===== src/rtl/mem_arb_pkg.sv =====
// Shared types for the instruction/data memory port arbiter: access size,
// arbiter state, and the size-to-beat-count helper.
package mem_arb_pkg;

  typedef enum logic [1:0] {
    SZ_B  = 2'd0,
    SZ_H  = 2'd1,
    SZ_W  = 2'd2,
    SZ_W2 = 2'd3
  } mem_size_e;

  typedef enum logic {
    S_FETCH = 1'b0,
    S_DATA  = 1'b1
  } arb_state_e;

  // Number of byte beats for an access; size code 3 behaves as a word.
  function automatic logic [2:0] beats(input mem_size_e sz);
    case (sz)
      SZ_B:    beats = 3'd1;
      SZ_H:    beats = 3'd2;
      default: beats = 3'd4;
    endcase
  endfunction

endpackage


===== src/rtl/byte_lane_assembler.sv =====
// Collects read bytes of a multi-beat load into a little-endian word.
// Earlier beats sit in rbuf; the current beat's byte is inserted live so the
// full word is visible in the final-beat cycle. Lanes beyond the access size
// read as zero.
module byte_lane_assembler #(
  parameter int DATA_W = 32
) (
  input  logic              clk,
  input  logic              resetn,
  input  logic [1:0]        lane,
  input  logic [2:0]        nbeats,
  input  logic [7:0]        byte_in,
  input  logic              capture,
  input  logic              clear,
  output logic [DATA_W-1:0] word_out
);

  localparam int NL = DATA_W / 8;

  logic [DATA_W-9:0] rbuf;
  logic [DATA_W-1:0] rbuf_ext;

  assign rbuf_ext = {8'h00, rbuf};

  // Hold bytes of non-final beats; cleared when the access completes.
  always_ff @(posedge clk or negedge resetn) begin
    if (!resetn) begin
      rbuf <= '0;
    end else if (clear) begin
      rbuf <= '0;
    end else if (capture) begin
      for (int k = 0; k < NL - 1; k++) begin
        if (int'(lane) == k) rbuf[8*k +: 8] <= byte_in;
      end
    end
  end

  // Merge the live byte into its lane, keep buffered lanes, zero the rest.
  always_comb begin
    word_out = '0;
    for (int k = 0; k < NL; k++) begin
      if (k < int'(nbeats)) begin
        if (k == int'(lane)) word_out[8*k +: 8] = byte_in;
        else                 word_out[8*k +: 8] = rbuf_ext[8*k +: 8];
      end
    end
  end

endmodule


===== src/rtl/imem_port_arbiter.sv =====
// Arbitrates the single byte-wide memory port between the fetch unit and the
// memory-stage load/store path. Data accesses are split into byte beats and
// may only take the port when fetch is idle or at an instruction boundary.
// Optional feature macro: IMEM_ARB_RR_EN (after a data access, let fetch
// complete one whole instruction before the next data access may start).
module imem_port_arbiter
  import mem_arb_pkg::*;
#(
  parameter int ADDR_W = 32,
  parameter int DATA_W = 32
) (
  input  logic              clk,
  input  logic              resetn,
  input  logic              f_req,
  input  logic [ADDR_W-1:0] f_addr,
  input  logic              f_at_start,
  input  logic              f_inst_end,
  output logic              f_grant,
  output logic [7:0]        f_rdata,
  input  logic              m_req,
  input  logic              m_we,
  input  logic [1:0]        m_size,
  input  logic [ADDR_W-1:0] m_addr,
  input  logic [DATA_W-1:0] m_wdata,
  output logic [DATA_W-1:0] m_rdata,
  output logic              m_done,
  output logic              m_busy,
  output logic [ADDR_W-1:0] mem_addr,
  output logic              mem_we,
  output logic [7:0]        mem_wdata,
  input  logic [7:0]        mem_rdata
);

  arb_state_e        state_q, state_d;
  logic [1:0]        cnt_q, cnt_d;
  logic              owe_fetch;
  logic              start, last;
  logic [1:0]        beat;
  logic [2:0]        nbeats;
  logic [DATA_W-1:0] asm_word;

  assign nbeats = beats(mem_size_e'(m_size));

  // Data may claim the port only from fetch mode, when fetch is idle or at an
  // instruction boundary, and fetch is not owed an instruction. Gating with
  // resetn keeps the port with fetch while reset is held.
  assign start  = resetn && (state_q == S_FETCH) && m_req &&
                  (!f_req || f_at_start) && !owe_fetch;
  assign m_busy = resetn && (start || (state_q == S_DATA));
  assign beat   = start ? 2'd0 : cnt_q;
  assign last   = ({1'b0, beat} == (nbeats - 3'd1));
  assign m_done = m_busy && last;

  assign f_rdata = mem_rdata;

  // Beat counter and owner state.
  // NOTE: sequential state uses non-blocking assignments so every register
  // samples pre-edge values regardless of block ordering.
  always_ff @(posedge clk or negedge resetn) begin
    if (!resetn) begin
      state_q <= S_FETCH;
      cnt_q   <= 2'd0;
    end else begin
      state_q <= state_d;
      cnt_q   <= cnt_d;
    end
  end

  // Next state: advance one beat per busy cycle, return to fetch after last.
  // NOTE: every always_comb output gets a default first, so no path can
  // leave a value unassigned and infer a latch.
  always_comb begin
    state_d = state_q;
    cnt_d   = cnt_q;
    if (m_busy) begin
      if (last) begin
        state_d = S_FETCH;
        cnt_d   = 2'd0;
      end else begin
        state_d = S_DATA;
        cnt_d   = beat + 2'd1;
      end
    end
  end

  // Memory port mux: data beat when busy, otherwise fetch.
  always_comb begin
    f_grant   = f_req && !m_busy;
    mem_addr  = f_addr;
    mem_we    = 1'b0;
    mem_wdata = 8'h00;
    if (m_busy) begin
      mem_addr  = m_addr + ADDR_W'(beat);
      mem_we    = m_we;
      mem_wdata = m_wdata[8*beat +: 8];
    end
  end

`ifdef IMEM_ARB_RR_EN
  // Fetch is owed the port after a data access it was waiting on, until it
  // finishes an instruction or stops requesting.
  always_ff @(posedge clk or negedge resetn) begin
    if (!resetn) begin
      owe_fetch <= 1'b0;
    end else if (m_done) begin
      owe_fetch <= f_req;
    end else if (f_inst_end || !f_req) begin
      owe_fetch <= 1'b0;
    end
  end
`else
  logic unused_inst_end;
  assign unused_inst_end = f_inst_end;
  assign owe_fetch       = 1'b0;
`endif

  byte_lane_assembler #(.DATA_W(DATA_W)) u_asm (
    .clk      (clk),
    .resetn   (resetn),
    .lane     (beat),
    .nbeats   (nbeats),
    .byte_in  (mem_rdata),
    .capture  (m_busy && !last),
    .clear    (m_done),
    .word_out (asm_word)
  );

  assign m_rdata = (m_done && !m_we) ? asm_word : '0;

endmodule


===== config.mk =====
export PLATFORM = sky130hd
export DESIGN_NAME = imem_port_arbiter
export DESIGN_NICKNAME = d
export VERILOG_FILES = /design/src/rtl/mem_arb_pkg.sv /design/src/rtl/byte_lane_assembler.sv /design/src/rtl/imem_port_arbiter.sv
export SDC_FILE = /design/constraint.sdc
export NUM_CORES = 1
export LEC_CHECK = 0
export CAP_MARGIN = 20
export CELL_PAD_IN_SITES_DETAIL_PLACEMENT = 1
export CELL_PAD_IN_SITES_GLOBAL_PLACEMENT = 2
export CORE_MARGIN = 3
export CORE_UTILIZATION = 20
export CTS_CLUSTER_SIZE = 12
export DETAILED_ROUTE_END_ITERATION = 7
export PLACE_DENSITY_LB_ADDON = 0.1
export SLEW_MARGIN = 20
export SYNTH_ARGS = -nofsm -noshare
export SYNTH_HDL_FRONTEND = slang
export SYNTH_SLANG_ARGS = --single-unit

===== constraint.sdc =====
create_clock -name clk -period 10.9 [get_ports clk]
set_input_delay 2.18 -clock clk [delete_from_list [all_inputs] [get_ports clk]]
set_output_delay 2.18 -clock clk [all_outputs]
set_load 0.02 [all_outputs]

==> run summary <==
status: complete, no violations
Endpoint, Worst Hold: u_asm.rbuf[6]
max cap viols: 0
final hold vios: 0
CTS Buf Count: 3
most frequent cells in the layout: clkdlybuf4s50_1 (195), nand2_1 (69), o21ai_0 (33)
Pwr Density: 159.5 mW/mm^2
deepest clock path buffer count: 2
synth warn: 0
Worst-path clk slew: 0.07 ns
combinational family with the most area after synthesis: compound AO/OA/AOI/OAI gates
Post-Syn Nets: 540
Port-buffer cells: 195
Antenna Cells: 0
WS Path Type: in2out
final WL: 13.29 mm
clock sinks: 27
EDFF count, synth: 0
RSZ-0062 raised after global routing: false
Post-DRT Antenna Nets: 0
final setup vio count: 0
Slew Viols, Final: 0
Yosys reg bits: 27
Synth Area in Compound Gates: 0.2855
Post-CTS Setup Bufs: 0
core area: 0.01526 mm^2
GP Congestion: 0.6903
Syn Std Cell Area: 0.003142 mm^2
CP arrival: 6.76 ns
initial antenna violation count: 0
top cells by area, synth: dfrtp_1 (22%), xnor2_1 (8.9%), nand2_1 (8.2%)
largest net degree at the start of global routing: 45
Crit. End Element: output port
critical hold path startpoint: u_asm.rbuf[6]
post_cts resized: 0
Avg Synthesized Cell Area: 7.463 um^2
Fill cells: 1844
Die ar.: 0.01725 mm^2
cells after synthesis: 421
worst hold stages: 1
CTS HTree Levels: 1
global route total overflow: 0
Die X-Extent: 131.3 um
Leak: 1.937 nW
R2R Path Start: state_q
Yosys cell types: 48
VDD IR max: 0.00007022 V
DRC Markers: 0
GRT Total Usage: 0.1492
clk_skew: 0.005746 ns
drt pass-1 iters: 4
share of cells above drive strength 1: 0.03419
Final WS setup: 1.963 ns
crit path max fanout: 15
f_max: 0.1119 GHz
r2r endpoint: u_asm.rbuf[14]
sequential area share after synthesis: 0.2151
detailed-route via count: 3714
DP Area: 0.005218 mm^2
Yosys top cell by area: dfrtp_1
DP Worst Slack: 1.864 ns
row count: 45
CTS Root Cell: clkbuf_16
Area Overhead vs Synth: 68.70%
XOR/XNOR share of the synthesized area: 0.08921
Avg WL per Cell: 16.69 um
Most used DFF post-synth: dfrtp_1
fin crit share: 0.8199
io pins: 197
initial core utilization: 0.2059
Vias/cell: 4.666
register-to-register setup slack: 7.90 ns
Async SR Flop Fraction: 1.000
slew margin rel.: 0.3240
post-synthesis adder-cell area fraction: 0.02389
WP data required: 8.72 ns
first-pass GRT wire length: 21.67 mm
final setup TNS: 0 ns
Yosys top cell area share: 0.2151
# hold bufs at CTS: 0
clock tree from TritonCTS: done
simple logic cell fraction of the synthesized area: 0.2254
Worst R2R Path Depth: 6
Slew @ Worst Pin: 1.008 ns
post-synthesis mux area share: 0.07646
Post-Layout Inst Area: 0.005300 mm^2
NumNets Final: 705
worst min path class: reg2reg
vias in the first global route: 3922
initial DRC count: 131
clk_lat worst skew: 0.27 ns
crit path time final: 8.937 ns
DP HPWL: 10.33 mm
Die Y-Extent: 131.3 um
crit path launch type: input pin
most common cell after layout, fill and taps aside: clkdlybuf4s50_1
[critical path: stages]
cell,delay (ns)
clkdlybuf4s50_1,0.47
nor2b_1,0.76
or3_1,0.54
nand2_2,0.32
inv_1,0.24
ha_1,0.24
nand2_1,0.38
a2111oi_0,0.71
xnor2_1,0.12
o21ai_0,0.16
clkdlybuf4s50_1,0.63
[flip-flops by register name, summed over array words and instances (netlist names)]
signal and flops:
state_q 1, u_asm.rbuf 24, cnt_q 2
[Yosys cell counts, types with 4 or more instances]
cell and instances:
mux2i_1 24, a31oi_1 8, nand4_1 4, nand2_1 69, nor2_1 30, dfrtp_1 27, and2_1 12, xnor2_1 32
clkbuf_1 18, ha_1 6, inv_1 18, nand3_1 8, a21oi_1 16, a2111oi_0 10, buf_4 9, a211oi_1 20
buf_2 5, and4_1 5, a22o_1 24, o21ai_0 33, nor3_1 7
[layout make-up]
type                    instances  area (um^2)  area share
inverters                      19        71.32     0.01346
multi-input cells             338         2240      0.4226
flip-flops and latches         27        675.6      0.1275
well taps                     211        264.0     0.04981
repair buffers                197         1967      0.3711
clock inverters                 1        7.507    0.001416
clock buffers                   3        75.07     0.01416
[worst max path at each step]
stage	from	cells past startpoint	to
finish	f_req	11	mem_addr[23]
global placement	f_req	11	mem_addr[31]
floorplan	f_req	13	mem_addr[10]
global route	f_req	11	mem_addr[31]
detailed placement	f_req	11	mem_addr[23]
CTS	f_req	11	mem_addr[23]
[routing by layer]
layer / track usage / wire, um
met1: 0.1982 / 6246
met2: 0.2512 / 6027
met3: 0.03025 / 813
met4: 0.03209 / 199
met5: 0 / 0
[cells by family after synthesis]
logic type               after synthesis
AND/OR/NAND/NOR                      150
AO/OA/AOI/OAI                        126
buffers and inverters                 56
XOR/XNOR                              32
flip-flops                            27
multiplexers                          24
adder cells (fa/ha/maj)                6
[report_power, final]
group,internal [mW],switching (mW),total (mW)
clock,0.0500,0.0378,0.0879
sequential,0.145,0.0510,0.196
combinational,0.257,0.304,0.561
total,0.452,0.393,0.845
[stage by stage]
| step | std cells | hold WS (ns) | utilization | power (mW) |
|---|---|---|---|---|
| floorplan | 421 | 0.4654 | - | 0.5345 |
| global placement | 792 | 0.4814 | 0.3413 | 0.7562 |
| detailed placement | 792 | 0.4812 | 0.3419 | 0.7685 |
| CTS | 796 | 0.5050 | 0.3474 | 0.8612 |
| global route | 796 | 0.5254 | 0.3474 | 0.9197 |
| finish | 796 | 0.5020 | 0.3474 | 0.8451 |
(Power assumes the default switching activity.)
